## config.mk

```make
export PLATFORM = sky130hd
export DESIGN_NAME = load_store_unit
export DESIGN_NICKNAME = d
export VERILOG_FILES = /design/src/rtl/load_store_unit.sv
export SDC_FILE = /design/constraint.sdc
export NUM_CORES = 1
export LEC_CHECK = 0
export CAP_MARGIN = 20
export CORE_ASPECT_RATIO = 0.75
export CORE_MARGIN = 2
export CORE_UTILIZATION = 45
export DETAILED_ROUTE_END_ITERATION = 6
export PLACE_DENSITY_LB_ADDON = 0.1
export RECOVER_POWER = 25
export SLEW_MARGIN = 20
export SYNTH_ARGS = -nofsm -noshare
export SYNTH_HDL_FRONTEND = slang
export SYNTH_SLANG_ARGS = --single-unit
```

## constraint.sdc

```tcl
create_clock -name clk -period 5.1 [get_ports clk]
set_clock_uncertainty 0.15 [all_clocks]
set_input_delay 0.51 -clock clk [delete_from_list [all_inputs] [get_ports clk]]
set_output_delay 0.51 -clock clk [all_outputs]
set_load 0.005 [all_outputs]
```

## src/rtl/load_store_unit.sv

```systemverilog
// Load/store sequencer between the datapath and the 16-entry byte/word data
// memory. Takes one request at a time, drives the memory ports for a single
// access cycle, captures read data, extends byte loads to 16 bits and returns
// a response. Saturating load/store counters are kept for debug.
module load_store_unit #(
   parameter int CNT_W = 8
) (
   input  logic             clk,
   input  logic             rst,
   input  logic             req_valid,
   output logic             req_ready,
   input  logic [1:0]       req_op,
   input  logic             req_signed,
   input  logic [3:0]       req_addr,
   input  logic [15:0]      req_wdata,
   output logic             resp_valid,
   input  logic             resp_ready,
   output logic [15:0]      resp_data,
   output logic             resp_is_load,
   output logic [3:0]       mem_ReadAdd,
   output logic [8:0]       mem_WriteByte,
   output logic [15:0]      mem_WriteWord,
   output logic [1:0]       mem_MemW,
   input  logic [8:0]       mem_Byte,
   input  logic [15:0]      mem_Word,
   output logic [CNT_W-1:0] load_cnt,
   output logic [CNT_W-1:0] store_cnt
);

   typedef enum logic [1:0] {
      IDLE,
      ACCESS,
      RESP
   } state_t;

   localparam logic [1:0] OP_LOAD_BYTE  = 2'b00;
   localparam logic [1:0] OP_STORE_BYTE = 2'b01;
   localparam logic [1:0] OP_STORE_WORD = 2'b10;
   localparam logic [1:0] OP_LOAD_WORD  = 2'b11;

   localparam logic [CNT_W-1:0] CNT_ONE = {{(CNT_W-1){1'b0}}, 1'b1};

   state_t      state;
   state_t      next_state;
   logic [1:0]  op_q;
   logic        signed_q;
   logic [3:0]  addr_q;
   logic [15:0] wdata_q;
   logic [15:0] data_q;
   logic        is_load_q;
   logic        accept;
   logic        resp_done;
   logic        op_is_load;
   logic [15:0] load_value;

   assign accept     = req_valid && req_ready;
   assign resp_done  = resp_valid && resp_ready;
   assign op_is_load = (op_q == OP_LOAD_BYTE) || (op_q == OP_LOAD_WORD);

   // The address register doubles as the memory address, so the last address
   // stays on the bus between requests.
   assign mem_ReadAdd   = addr_q;
   assign mem_WriteByte = wdata_q[8:0];
   assign mem_WriteWord = wdata_q;
   assign resp_data     = data_q;
   assign resp_is_load  = is_load_q;

   // State register; reset returns to IDLE at once, aborting any access.
   always_ff @(posedge clk or posedge rst) begin
      if (rst) begin
         state <= IDLE;
      end else begin
         state <= next_state;
      end
   end

   // Next-state logic: one access cycle, then hold the response until taken.
   always_comb begin
      next_state = state;
      case (state)
         IDLE:    if (accept) next_state = ACCESS;
         ACCESS:  next_state = RESP;
         RESP:    if (resp_done) next_state = IDLE;
         default: next_state = IDLE;
      endcase
   end

   // Handshake and write-strobe outputs; the write mode is only ever non-zero
   // during a store's single access cycle.
   always_comb begin
      req_ready  = 1'b0;
      resp_valid = 1'b0;
      mem_MemW   = 2'b00;
      case (state)
         IDLE:   req_ready = !rst;
         ACCESS: begin
            if (!rst && op_q == OP_STORE_BYTE) mem_MemW = 2'b01;
            if (!rst && op_q == OP_STORE_WORD) mem_MemW = 2'b10;
         end
         RESP:    resp_valid = 1'b1;
         default: ;
      endcase
   end

   // Capture the request fields when the request is accepted.
   always_ff @(posedge clk or posedge rst) begin
      if (rst) begin
         op_q     <= OP_LOAD_BYTE;
         signed_q <= 1'b0;
         addr_q   <= 4'd0;
         wdata_q  <= 16'd0;
      end else if (accept) begin
         op_q     <= req_op;
         signed_q <= req_signed;
         addr_q   <= req_addr;
         wdata_q  <= req_wdata;
      end
   end

   // Extend the 9-bit byte read data to 16 bits or pass the word through.
   always_comb begin
      load_value = 16'd0;
      case (op_q)
         OP_LOAD_WORD: load_value = mem_Word;
         OP_LOAD_BYTE: load_value = signed_q ? {{7{mem_Byte[8]}}, mem_Byte}
                                             : {7'd0, mem_Byte};
         default:      load_value = 16'd0;
      endcase
   end

   // Register the response at the end of the access cycle; stores return zero.
   always_ff @(posedge clk or posedge rst) begin
      if (rst) begin
         data_q    <= 16'd0;
         is_load_q <= 1'b0;
      end else if (state == ACCESS) begin
         data_q    <= load_value;
         is_load_q <= op_is_load;
      end
   end

   // Count completed operations on the response handshake, saturating at all-ones.
   always_ff @(posedge clk or posedge rst) begin
      if (rst) begin
         load_cnt  <= '0;
         store_cnt <= '0;
      end else if (resp_done) begin
         if (is_load_q && load_cnt != '1) load_cnt <= load_cnt + CNT_ONE;
         if (!is_load_q && store_cnt != '1) store_cnt <= store_cnt + CNT_ONE;
      end
   end

endmodule

```

==> results.py <==
metrics = {
    "pwr": {
        "ir_drop_uv": 241,
        "seqPwrFrac_pct": 41.2,
        "p_leak_nw": 1.68,
        "p_clk_share_pct": 26.4,
        "p_sw_w": 0.000441,
        "switching_share_pct": 26.9,
        "power_density_nw_per_um2": 413,
        "combPwrFrac_pct": 32.5,
        "intPower_w": 0.00120,
    },
    "clock_tree": {
        "cts_hold_repair.buffers": 0,
        "clk_pin_slew_ns": 0.07,
        "cts_num_sinks": 58,
        "post_cts_buffers": 0,
        "cts_root_buffer": "clkbuf_8",
        "ctsResizeCount": 0,
        "h-tree-depth": 3,
        "clk_path_buf_depth": 2,
        "cts_made_buffers": 9,
        "clk_latency_ns": 0.33,
        "cts_tree": "done",
    },
    "route": {
        "postRouteAntennaNets": 0,
        "viasPerCell": 4.96,
        "first_pass_iters": 4,
        "via_count": 2059,
        "routed_wl_mm": 5.91,
        "detail_route.wl_per_cell_um": 14.2,
        "drc_errors": 0,
        "drt_iter0_drc": 84,
    },
    "setup_path": {
        "worstPathCellList": "nand2b_1 -> nor4b_1 -> clkdlybuf4s50_1",
        "max_stage_delay_ns": 0.56,
        "critPathLaunch": "state[1]",
        "r2r_start": "state[1]",
        "cp.buffers_inverters": 1,
        "cp-start-kind": "flip-flop",
        "r2r_cells": 3,
        "criticalPathCategory": "reg2out",
        "r2r_setup_slack_ns": 3.00,
        "reg2reg_to": "resp_data[6]",
        "crit_end": "mem_MemW[0]",
        "path_delay_family": "simple AND/OR/NAND/NOR gates",
        "worst_setup_path_end_kind": "output port",
        "crit_arrival_ns": 2.23,
        "critPathRequiredTime_ns": 4.44,
        "slowest_stage": "clkdlybuf4s50_1",
        "critical_path_depth": 3,
        "path_max_fanout": 21,
    },
    "synth": {
        "yosysSeqAreaShare_pct": 55.7,
        "synthCells": 227,
        "syn-cell-area_um2": 2610,
        "ys.flop_type": "dfrtp_1",
        "yosysUniqueCellTypes": 34,
        "yosys-top-cells-area": "dfrtp_1, mux2_1, nand2_1, o21ai_1, buf_4",
        "async_reset_ff_share_pct": 100,
        "synth_edf_count": 0,
        "synth-warning-count": 0,
        "synth.largest_area_cell": "dfrtp_1",
        "syn_avg_cell_area_um2": 11.5,
        "synth_seq_cells": 58,
        "synth.top_cell.area_share_pct": 55.7,
        "syn_nets": 285,
    },
    "cells_and_area": {
        "num_antenna_cells": 0,
        "drive_above_1_share_pct": 6.47,
        "synthToLayoutAreaGrowth_pct": 52.0,
        "layout.nets": 394,
    },
    "placed_design": {
        "place_ws_ns": 2.33,
        "dp_hpwl_mm": 4.42,
        "port_buffers": 117,
        "gp_congestion": 0.813,
    },
    "floorplanning": {
        "dieArea_um2": 6430,
        "std_cell_rows": 23,
        "dieHeight_um": 69.9,
        "ioPinCount": 118,
        "core_um2": 5470,
        "start_util_pct": 47.7,
        "die_w_um": 91.9,
    },
    "sta": {
        "relSlewSlack_pct": 47.6,
        "hold_viol_final": 0,
        "fin_crit_sh_pct": 56.8,
        "fin_ws_ns": 2.21,
        "finalMaxSlewViolations": 0,
        "finalSetupTns_ns": 0,
        "holdWs_ns": 0.335,
        "rsz0062_at_grt": "no",
        "setup_violations": 0,
        "clock.fmax_ghz": 0.345,
        "tightest_slew_ns": 0.786,
        "period_needed_ns": 2.89,
    },
    "global_route": {
        "grt_max_degree": 49,
        "gr-total-overflow": 0,
        "grt_pass1_vias": 2054,
        "grt_pass1_wl_mm": 9.90,
        "antenna_found_initial": 0,
        "track_usage_pct": 19.5,
    },
    "flow_run": {
        "maxCapViolCount": 0,
    },
    "outcome": {
        "status": "completed",
    },
    "worst_hold_path": {
        "min_path_type": "reg2reg",
    },
}
-- registers in the layout, summed over array words and instances (netlist names) --
signal and cells:
signed_q 1, state 2, mem_WriteWord 16, store_cnt 8, op_q 2, load_cnt 8
resp_data 16, mem_ReadAdd 4, resp_is_load 1
-- layout make-up --
type / instances / area, µm²
repair buffers: 118 / 1180
well taps: 75 / 93.8
multi-input cells: 145 / 1020
clock inverters: 2 / 35.0
flip-flops and latches: 58 / 1450
clock buffers: 13 / 169
inverters: 4 / 15.0
fillers: 421 / 1500
-- worst register-to-register path, cell delays in order, from the launching register on --
cell and delay [ns]:
dfrtp_1 0.41, nand2b_1 0.65, or2_1 0.59, o21ai_1 0.17
-- Yosys cell counts, types with 2 or more instances --
library cell / number
nand2b_1: 3
nand3_1: 3
a21oi_1: 14
nand2_1: 28
buf_4: 12
clkbuf_1: 7
nor2_1: 4
o21ai_1: 20
o21ai_0: 3
inv_1: 4
a22oi_1: 9
mux2_1: 26
mux2_4: 2
dfrtp_1: 58
xnor2_1: 4
ha_1: 6
and4_1: 2
and3_1: 5
nor2b_1: 2
-- power by group through the flow --
stage               clock network [W]  logic [W]  registers (W)
floorplan                           0   0.000201       0.000681
global placement                    0   0.000528       0.000678
detailed placement                  0   0.000538       0.000681
CTS                          0.000441   0.000541       0.000675
global route                 0.000461   0.000582       0.000695
finish                       0.000431   0.000531       0.000674
-- logic make-up after synthesis --
logic type      Yosys count  share of synthesized area (%)
compound gates           49                           10.5
xor+xnor                  4                           1.34
fa+ha+maj                 6                           2.88
buf+inv                  24                           5.23
flops                    58                           55.7
mux                      28                           12.4
simple gates             58                           12.0
-- layer usage --
metal  part of all wire [%]  up-vias  global-route usage (%)
li1                       -     1010                       -
met1                     46      981                    25.8
met2                     48       61                    30.6
met3                    5.5        7                    6.04
met4                    1.3        0                    6.47
met5                      0        -                       0
-- layout by cell type (no fill, tap or decap), types with 2 or more instances in the layout --
cell             instances
a22oi_1                  9
a21oi_1                 14
ha_1                     6
nand3_1                  3
mux2_1                  26
nand2b_1                 3
mux2_4                   2
xnor2_1                  4
and4_1                   2
clkdlybuf4s50_1        115
dlygate4sd3_1            2
nand2_1                 28
o21ai_1                 18
nor2_1                   4
o21ai_0                  5
and3_1                   5
nor2b_1                  2
clkbuf_8                12
inv_1                    4
dfrtp_1                 58
-- stage by stage --
stage | total power, W | instance area [µm²] | util [%] | std cells
final | 0.00164 | 3960 | 72.5 | 415
after global routing | 0.00174 | 3960 | 72.5 | 415
after CTS | 0.00166 | 3960 | 72.5 | 415
after detailed placement | 0.00122 | 3760 | 68.7 | 400
after global placement | 0.00121 | 3760 | 68.7 | 400
after floorplan | 0.000882 | 2610 | - | 227
-- how the worst min path moves through the flow --
stage	start	to	slack (ns)	cells past startpoint
floorplan	signed_q	signed_q	0.30	1
global placement	resp_data[14]	resp_data[14]	0.32	2
detailed placement	mem_WriteWord[12]	mem_WriteWord[12]	0.32	1
CTS	mem_WriteWord[12]	mem_WriteWord[12]	0.34	1
global route	mem_WriteWord[12]	mem_WriteWord[12]	0.35	1
finish	mem_WriteWord[12]	mem_WriteWord[12]	0.34	1
Power figures use the tool's default switching activity.
